**config.mk**
```make
export PLATFORM = sky130hd
export DESIGN_NAME = vga_timing
export DESIGN_NICKNAME = d
export VERILOG_FILES = /design/src/rtl/vga_pkg.sv /design/src/rtl/pixel_prescaler.sv /design/src/rtl/vga_timing.sv
export SDC_FILE = /design/constraint.sdc
export NUM_CORES = 1
export LEC_CHECK = 0
export CAP_MARGIN = 10
export CORE_ASPECT_RATIO = 0.8
export CORE_MARGIN = 2
export CORE_UTILIZATION = 40
export CTS_CLUSTER_DIAMETER = 80
export DETAILED_ROUTE_END_ITERATION = 6
export GPL_ROUTABILITY_DRIVEN = 0
export GPL_TIMING_DRIVEN = 1
export PLACE_DENSITY = 0.65
export SYNTH_ARGS = -nofsm -noshare
export SYNTH_HDL_FRONTEND = slang
export SYNTH_SLANG_ARGS = --single-unit
```
**constraint.sdc**
```tcl
create_clock -name clock -period 5 [get_ports clock]
set_input_delay 1.25 -clock clock [delete_from_list [all_inputs] [get_ports clock]]
set_output_delay 1.25 -clock clock [all_outputs]
set_load 0.01 [all_outputs]
```
**src/rtl/vga_pkg.sv**
```systemverilog
// vga_pkg: shared 640x480@60 raster constants and helpers
// for the display timing generator.
package vga_pkg;

  localparam int unsigned DEF_CLK_DIV  = 4;
  localparam int unsigned DEF_H_ACTIVE = 640;
  localparam int unsigned DEF_H_FP     = 16;
  localparam int unsigned DEF_H_SYNC   = 96;
  localparam int unsigned DEF_H_BP     = 48;
  localparam int unsigned DEF_V_ACTIVE = 480;
  localparam int unsigned DEF_V_FP     = 10;
  localparam int unsigned DEF_V_SYNC   = 2;
  localparam int unsigned DEF_V_BP     = 33;

  localparam logic SYNC_NEG = 1'b0;
  localparam logic SYNC_POS = 1'b1;

  function automatic int unsigned h_total(
    input int unsigned act,
    input int unsigned fp,
    input int unsigned sync,
    input int unsigned bp
  );
    return act + fp + sync + bp;
  endfunction

  function automatic int unsigned v_total(
    input int unsigned act,
    input int unsigned fp,
    input int unsigned sync,
    input int unsigned bp
  );
    return act + fp + sync + bp;
  endfunction

endpackage

```
**src/rtl/pixel_prescaler.sv**
```systemverilog
// pixel_prescaler: divides the system clock down to a
// one-clock pixel tick.
module pixel_prescaler #(
  parameter int unsigned CLK_DIV = 4
) (
  input  logic clock,
  input  logic reset_n,
  input  logic enable,
  output logic tick
);

  localparam int unsigned PW =
    (CLK_DIV > 1) ? $clog2(CLK_DIV) : 1;
  localparam logic [PW-1:0] PMAX = PW'(CLK_DIV - 1);

  logic [PW-1:0] p;
  logic          tick_q;

  always_ff @(posedge clock or negedge reset_n) begin
    if (!reset_n) begin
      p      <= '0;
      tick_q <= 1'b0;
    end else if (enable) begin
      tick_q <= (p == PMAX);
      p      <= (p == PMAX) ? '0 : p + 1'b1;
    end
  end

  // A pending tick survives a pause and fires on resume.
  assign tick = tick_q & enable;

endmodule

```
**src/rtl/vga_timing.sv**
```systemverilog
// vga_timing: raster sweep counters with registered sync,
// active-video and line/frame markers.
module vga_timing
  import vga_pkg::*;
#(
  parameter int unsigned CLK_DIV     = DEF_CLK_DIV,
  parameter int unsigned H_ACTIVE    = DEF_H_ACTIVE,
  parameter int unsigned H_FP        = DEF_H_FP,
  parameter int unsigned H_SYNC      = DEF_H_SYNC,
  parameter int unsigned H_BP        = DEF_H_BP,
  parameter int unsigned V_ACTIVE    = DEF_V_ACTIVE,
  parameter int unsigned V_FP        = DEF_V_FP,
  parameter int unsigned V_SYNC      = DEF_V_SYNC,
  parameter int unsigned V_BP        = DEF_V_BP,
  parameter logic        SYNC_ACTIVE = SYNC_NEG,
  localparam int unsigned H_TOTAL =
    h_total(H_ACTIVE, H_FP, H_SYNC, H_BP),
  localparam int unsigned V_TOTAL =
    v_total(V_ACTIVE, V_FP, V_SYNC, V_BP),
  localparam int unsigned XW = $clog2(H_TOTAL),
  localparam int unsigned YW = $clog2(V_TOTAL)
) (
  input  logic          clock,
  input  logic          reset_n,
  input  logic          enable,
  output logic          pixel_tick,
  output logic [XW-1:0] x,
  output logic [YW-1:0] y,
  output logic          active,
  output logic          hsync,
  output logic          vsync,
  output logic          line_start,
  output logic          frame_start,
  output logic [15:0]   frame_count
);

  localparam logic [XW-1:0] H_LAST = XW'(H_TOTAL - 1);
  localparam logic [XW-1:0] H_VIS  = XW'(H_ACTIVE);
  localparam logic [XW-1:0] HS_BEG = XW'(H_ACTIVE + H_FP);
  localparam logic [XW-1:0] HS_END =
    XW'(H_ACTIVE + H_FP + H_SYNC - 1);
  localparam logic [YW-1:0] V_LAST = YW'(V_TOTAL - 1);
  localparam logic [YW-1:0] V_VIS  = YW'(V_ACTIVE);
  localparam logic [YW-1:0] VS_BEG = YW'(V_ACTIVE + V_FP);
  localparam logic [YW-1:0] VS_END =
    YW'(V_ACTIVE + V_FP + V_SYNC - 1);

  logic [XW-1:0] hc;
  logic [YW-1:0] vc;
  logic          hs_on;
  logic          vs_on;
  logic          ls_d;
  logic          fs_d;
  logic          ls_q;
  logic          fs_q;

  pixel_prescaler #(
    .CLK_DIV (CLK_DIV)
  ) u_presc (
    .clock   (clock),
    .reset_n (reset_n),
    .enable  (enable),
    .tick    (pixel_tick)
  );

  always_ff @(posedge clock or negedge reset_n) begin
    if (!reset_n) begin
      hc <= '0;
      vc <= '0;
    end else if (pixel_tick) begin
      if (hc == H_LAST) begin
        hc <= '0;
        vc <= (vc == V_LAST) ? '0 : vc + 1'b1;
      end else begin
        hc <= hc + 1'b1;
      end
    end
  end

  // x still holds the previous hc, so a nonzero x marks a fresh wrap.
  always_comb begin
    hs_on = (hc >= HS_BEG) && (hc <= HS_END);
    vs_on = (vc >= VS_BEG) && (vc <= VS_END);
    ls_d  = (hc == '0) && (x != '0);
    fs_d  = ls_d && (vc == '0);
  end

  always_ff @(posedge clock or negedge reset_n) begin
    if (!reset_n) begin
      x           <= '0;
      y           <= '0;
      active      <= 1'b0;
      hsync       <= ~SYNC_ACTIVE;
      vsync       <= ~SYNC_ACTIVE;
      ls_q        <= 1'b0;
      fs_q        <= 1'b0;
      frame_count <= '0;
    end else if (enable) begin
      x      <= hc;
      y      <= vc;
      active <= (hc < H_VIS) && (vc < V_VIS);
      hsync  <= hs_on ? SYNC_ACTIVE : ~SYNC_ACTIVE;
      vsync  <= vs_on ? SYNC_ACTIVE : ~SYNC_ACTIVE;
      ls_q   <= ls_d;
      fs_q   <= fs_d;
      if (fs_d) frame_count <= frame_count + 16'd1;
    end
  end

  assign line_start  = ls_q & enable;
  assign frame_start = fs_q & enable;

endmodule

```
==> results.py <==
metrics = {
    "worst_setup_path": {
        "worst-path-buf-inv": 3,
        "critPathLaunch": "enable",
        "slowest_delay_ns": 0.54,
        "path_common_cell": "clkdlybuf4s50_1",
        "crit_slowest_cell": "clkdlybuf4s50_1",
        "setup.worst_path.class": "input pin to output pin",
        "timing.rr.start": "vc[6]",
        "worst-path-stages": 4,
        "endpoint": "pixel_tick",
        "r2r_end": "frame_count[15]",
        "cp_top_family": "buffers and inverters",
        "cp-start-kind": "input pin",
        "arrival_ns": 2.53,
        "endpoint_kind": "output pin",
        "rrSetupSlack_ns": 2.61,
        "cp.required_ns": 3.75,
        "path_cells": "clkdlybuf4s50_1, nand2_1, inv_1, clkdlybuf4s50_1",
        "r2r_cells": 5,
        "path_max_fanout": 4,
    },
    "sta": {
        "finalMaxSlewViolations": 0,
        "fin_worst_skew_ns": 0.01242,
        "fin_crit_ns": 3.780,
        "max-slew-margin-rel_pct": 53.98,
        "hold_ws_ns": 0.4773,
        "setup_tns_ns": 0,
        "finalSetupViolations": 0,
        "hold_viol_final": 0,
        "worst_pin_slew_ns": 0.6902,
        "rsz0062_at_grt": "false",
        "timing.fmax_mhz": 264.5,
        "fin_crit_sh_pct": 75.60,
    },
    "synth": {
        "synth.top_cells.by_count": "62 x dfrtp_1, 24 x mux2_2, 20 x xnor2_1",
        "synthFlopType": "dfrtp_1",
        "synth_most_common_cell": "dfrtp_1",
        "synth_top_area_cell": "dfrtp_1",
        "ys_seq_area_share_pct": 55.00,
        "synth_area_per_cell_um2": 11.71,
        "ys_top_cells_by_area": "dfrtp_1 53%, mux2_2 9.3%, xnor2_1 6.0%",
        "ys_types": 39,
        "syn_area_um2": 2917,
        "synth_edf_count": 0,
        "synthesis.nets": 259,
        "synth_warnings": 0,
        "ys_async_sr_fraction_pct": 100.0,
        "syn_inst": 249,
        "synth_top_area_share_pct": 53.20,
        "yosys_register_bits": 64,
    },
    "clock_tree": {
        "clk_pin_slew_ns": 0.08,
        "htreeDepth": 3,
        "clk_path_buf_depth": 2,
        "cts_sinks": 64,
        "cts_resized": 0,
        "cts_setup_buffers": 0,
        "cts_buffers": 9,
        "tritoncts": "built",
        "root_buffer": "clkbuf_8",
        "clock_latency_ns": 0.34,
        "cts_hold_buf": 0,
    },
    "grt": {
        "grt_pass1_wl_um": 10270,
        "track_usage_pct": 16.86,
        "grt_pass1_vias": 1993,
        "antenna_found_initial": 0,
        "overflow": 0,
        "grt_max_degree": 35,
    },
    "floorplan": {
        "die_h_um": 80.38,
        "die_area_um2": 7995,
        "die_w_um": 99.47,
        "rows": 27,
        "floorplan.initialDensity_pct": 41.91,
        "io-pin-count": 45,
        "core_um2": 6959,
    },
    "drt": {
        "route.antenna.remaining_nets": 0,
        "drtIter0Drc": 57,
        "totalWireLength_um": 6093,
        "viasPerCell": 5.177,
        "drcViolationCount": 0,
        "vias": 2014,
        "wl_per_cell_um": 15.66,
        "firstDrtPassIters": 4,
    },
    "cells_and_area": {
        "final_cell_area_um2": 3695,
        "fillerInstances": 633,
        "drive_above_1_share_pct": 16.56,
        "final_cells": 389,
        "syn_to_final_growth_pct": 26.68,
        "nets": 307,
        "multiInputGateArea_um2": 1241,
        "antenna_cells": 0,
        "ff_latch_area_um2": 1604,
    },
    "power": {
        "p_leak_uw": 0.001663,
        "power_uw": 1369,
        "vdd_drop_max_mv": 0.2699,
        "power_density_nw_per_um2": 370.4,
    },
    "flow_run": {
        "drv_cap": 0,
    },
    "worst_hold_path": {
        "worstHoldPathType": "flop to flop",
        "hp-start": "frame_count[15]",
        "hold_depth": 1,
    },
    "placement": {
        "place_hpwl_um": 4207,
        "io_buffer_count": 44,
        "place_area_um2": 3442,
        "placed_cells_incl_taps": 373,
    },
    "outcome": {
        "status": "completed",
    },
}
==> layout make-up <==
cell class	instances	share of cell area (%)
Multi-Input combinational cell	166	33.59
Tap cell	87	2.946
Clock inverter	6	3.115
Sequential cell	64	43.41
Clock buffer	10	3.725
Inverter	10	1.016
Timing Repair Buffer	46	12.19
==> kinds of logic after synthesis <==
logic type | after synthesis | synth area share (%)
AND/OR/NAND/NOR | 87 | 17.50
flip-flops | 64 | 55.00
multiplexers | 26 | 9.996
XOR/XNOR | 25 | 7.508
AO/OA/AOI/OAI | 21 | 4.548
buffers and inverters | 19 | 2.445
adder cells (fa/ha/maj) | 7 | 3.003
==> worst min path at each step <==
| stage | end |
|---|---|
| after floorplan | fs_q |
| after global placement | frame_count[15] |
| after detailed placement | frame_count[15] |
| after CTS | frame_count[15] |
| after global routing | frame_count[15] |
| final | frame_count[15] |
==> report_power, final <==
part / internal, uW / total, uW / switching, uW
Sequential: 566 / 619 / 53.6
Clock: 347 / 556 / 209
Combinational: 98.9 / 193 / 94.4
Total: 1010 / 1370 / 357
==> metrics by stage <==
stage / setup slack [ns] / util, %
floorplan: 1.818 / -
global placement: 1.229 / 49.46
detailed placement: 1.217 / 49.46
CTS: 1.211 / 53.09
global route: 1.122 / 53.09
finish: 1.220 / 53.09
==> cell usage in the layout (no fill, tap or decap), types with 2 or more instances in the layout <==
master	instances
a21o_1	3
a21oi_1	4
and2_1	8
and3_1	5
and4_1	2
buf_4	2
bufinv_16	3
clkbuf_8	10
clkdlybuf4s50_1	43
dfrtp_1	62
dfstp_2	2
ha_1	7
inv_1	10
mux2_2	24
nand2_1	17
nand3_1	14
nand4_1	9
nor2_1	8
nor3_1	8
nor4_1	2
o21ai_0	8
or3_1	3
or4_1	2
or4_4	2
xnor2_1	20
xor2_1	5
==> per-layer routing <==
metal  GRT usage (%)  share of wire, %  vias up
li1                -                 -      974
met1           24.50                50      974
met2           23.45                42       60
met3           5.396               6.2        6
met4           6.027               1.1        0
met5               0                 0        -
==> state kept, by name, indices dropped and copies added (netlist names) <==
register	count
active	1
vsync	1
hc	10
frame_count	16
ls_q	1
hsync	1
y	10
x	10
vc	10
u_presc.p	2
fs_q	1
u_presc.tick_q	1
Power figures use the tool's default switching activity.
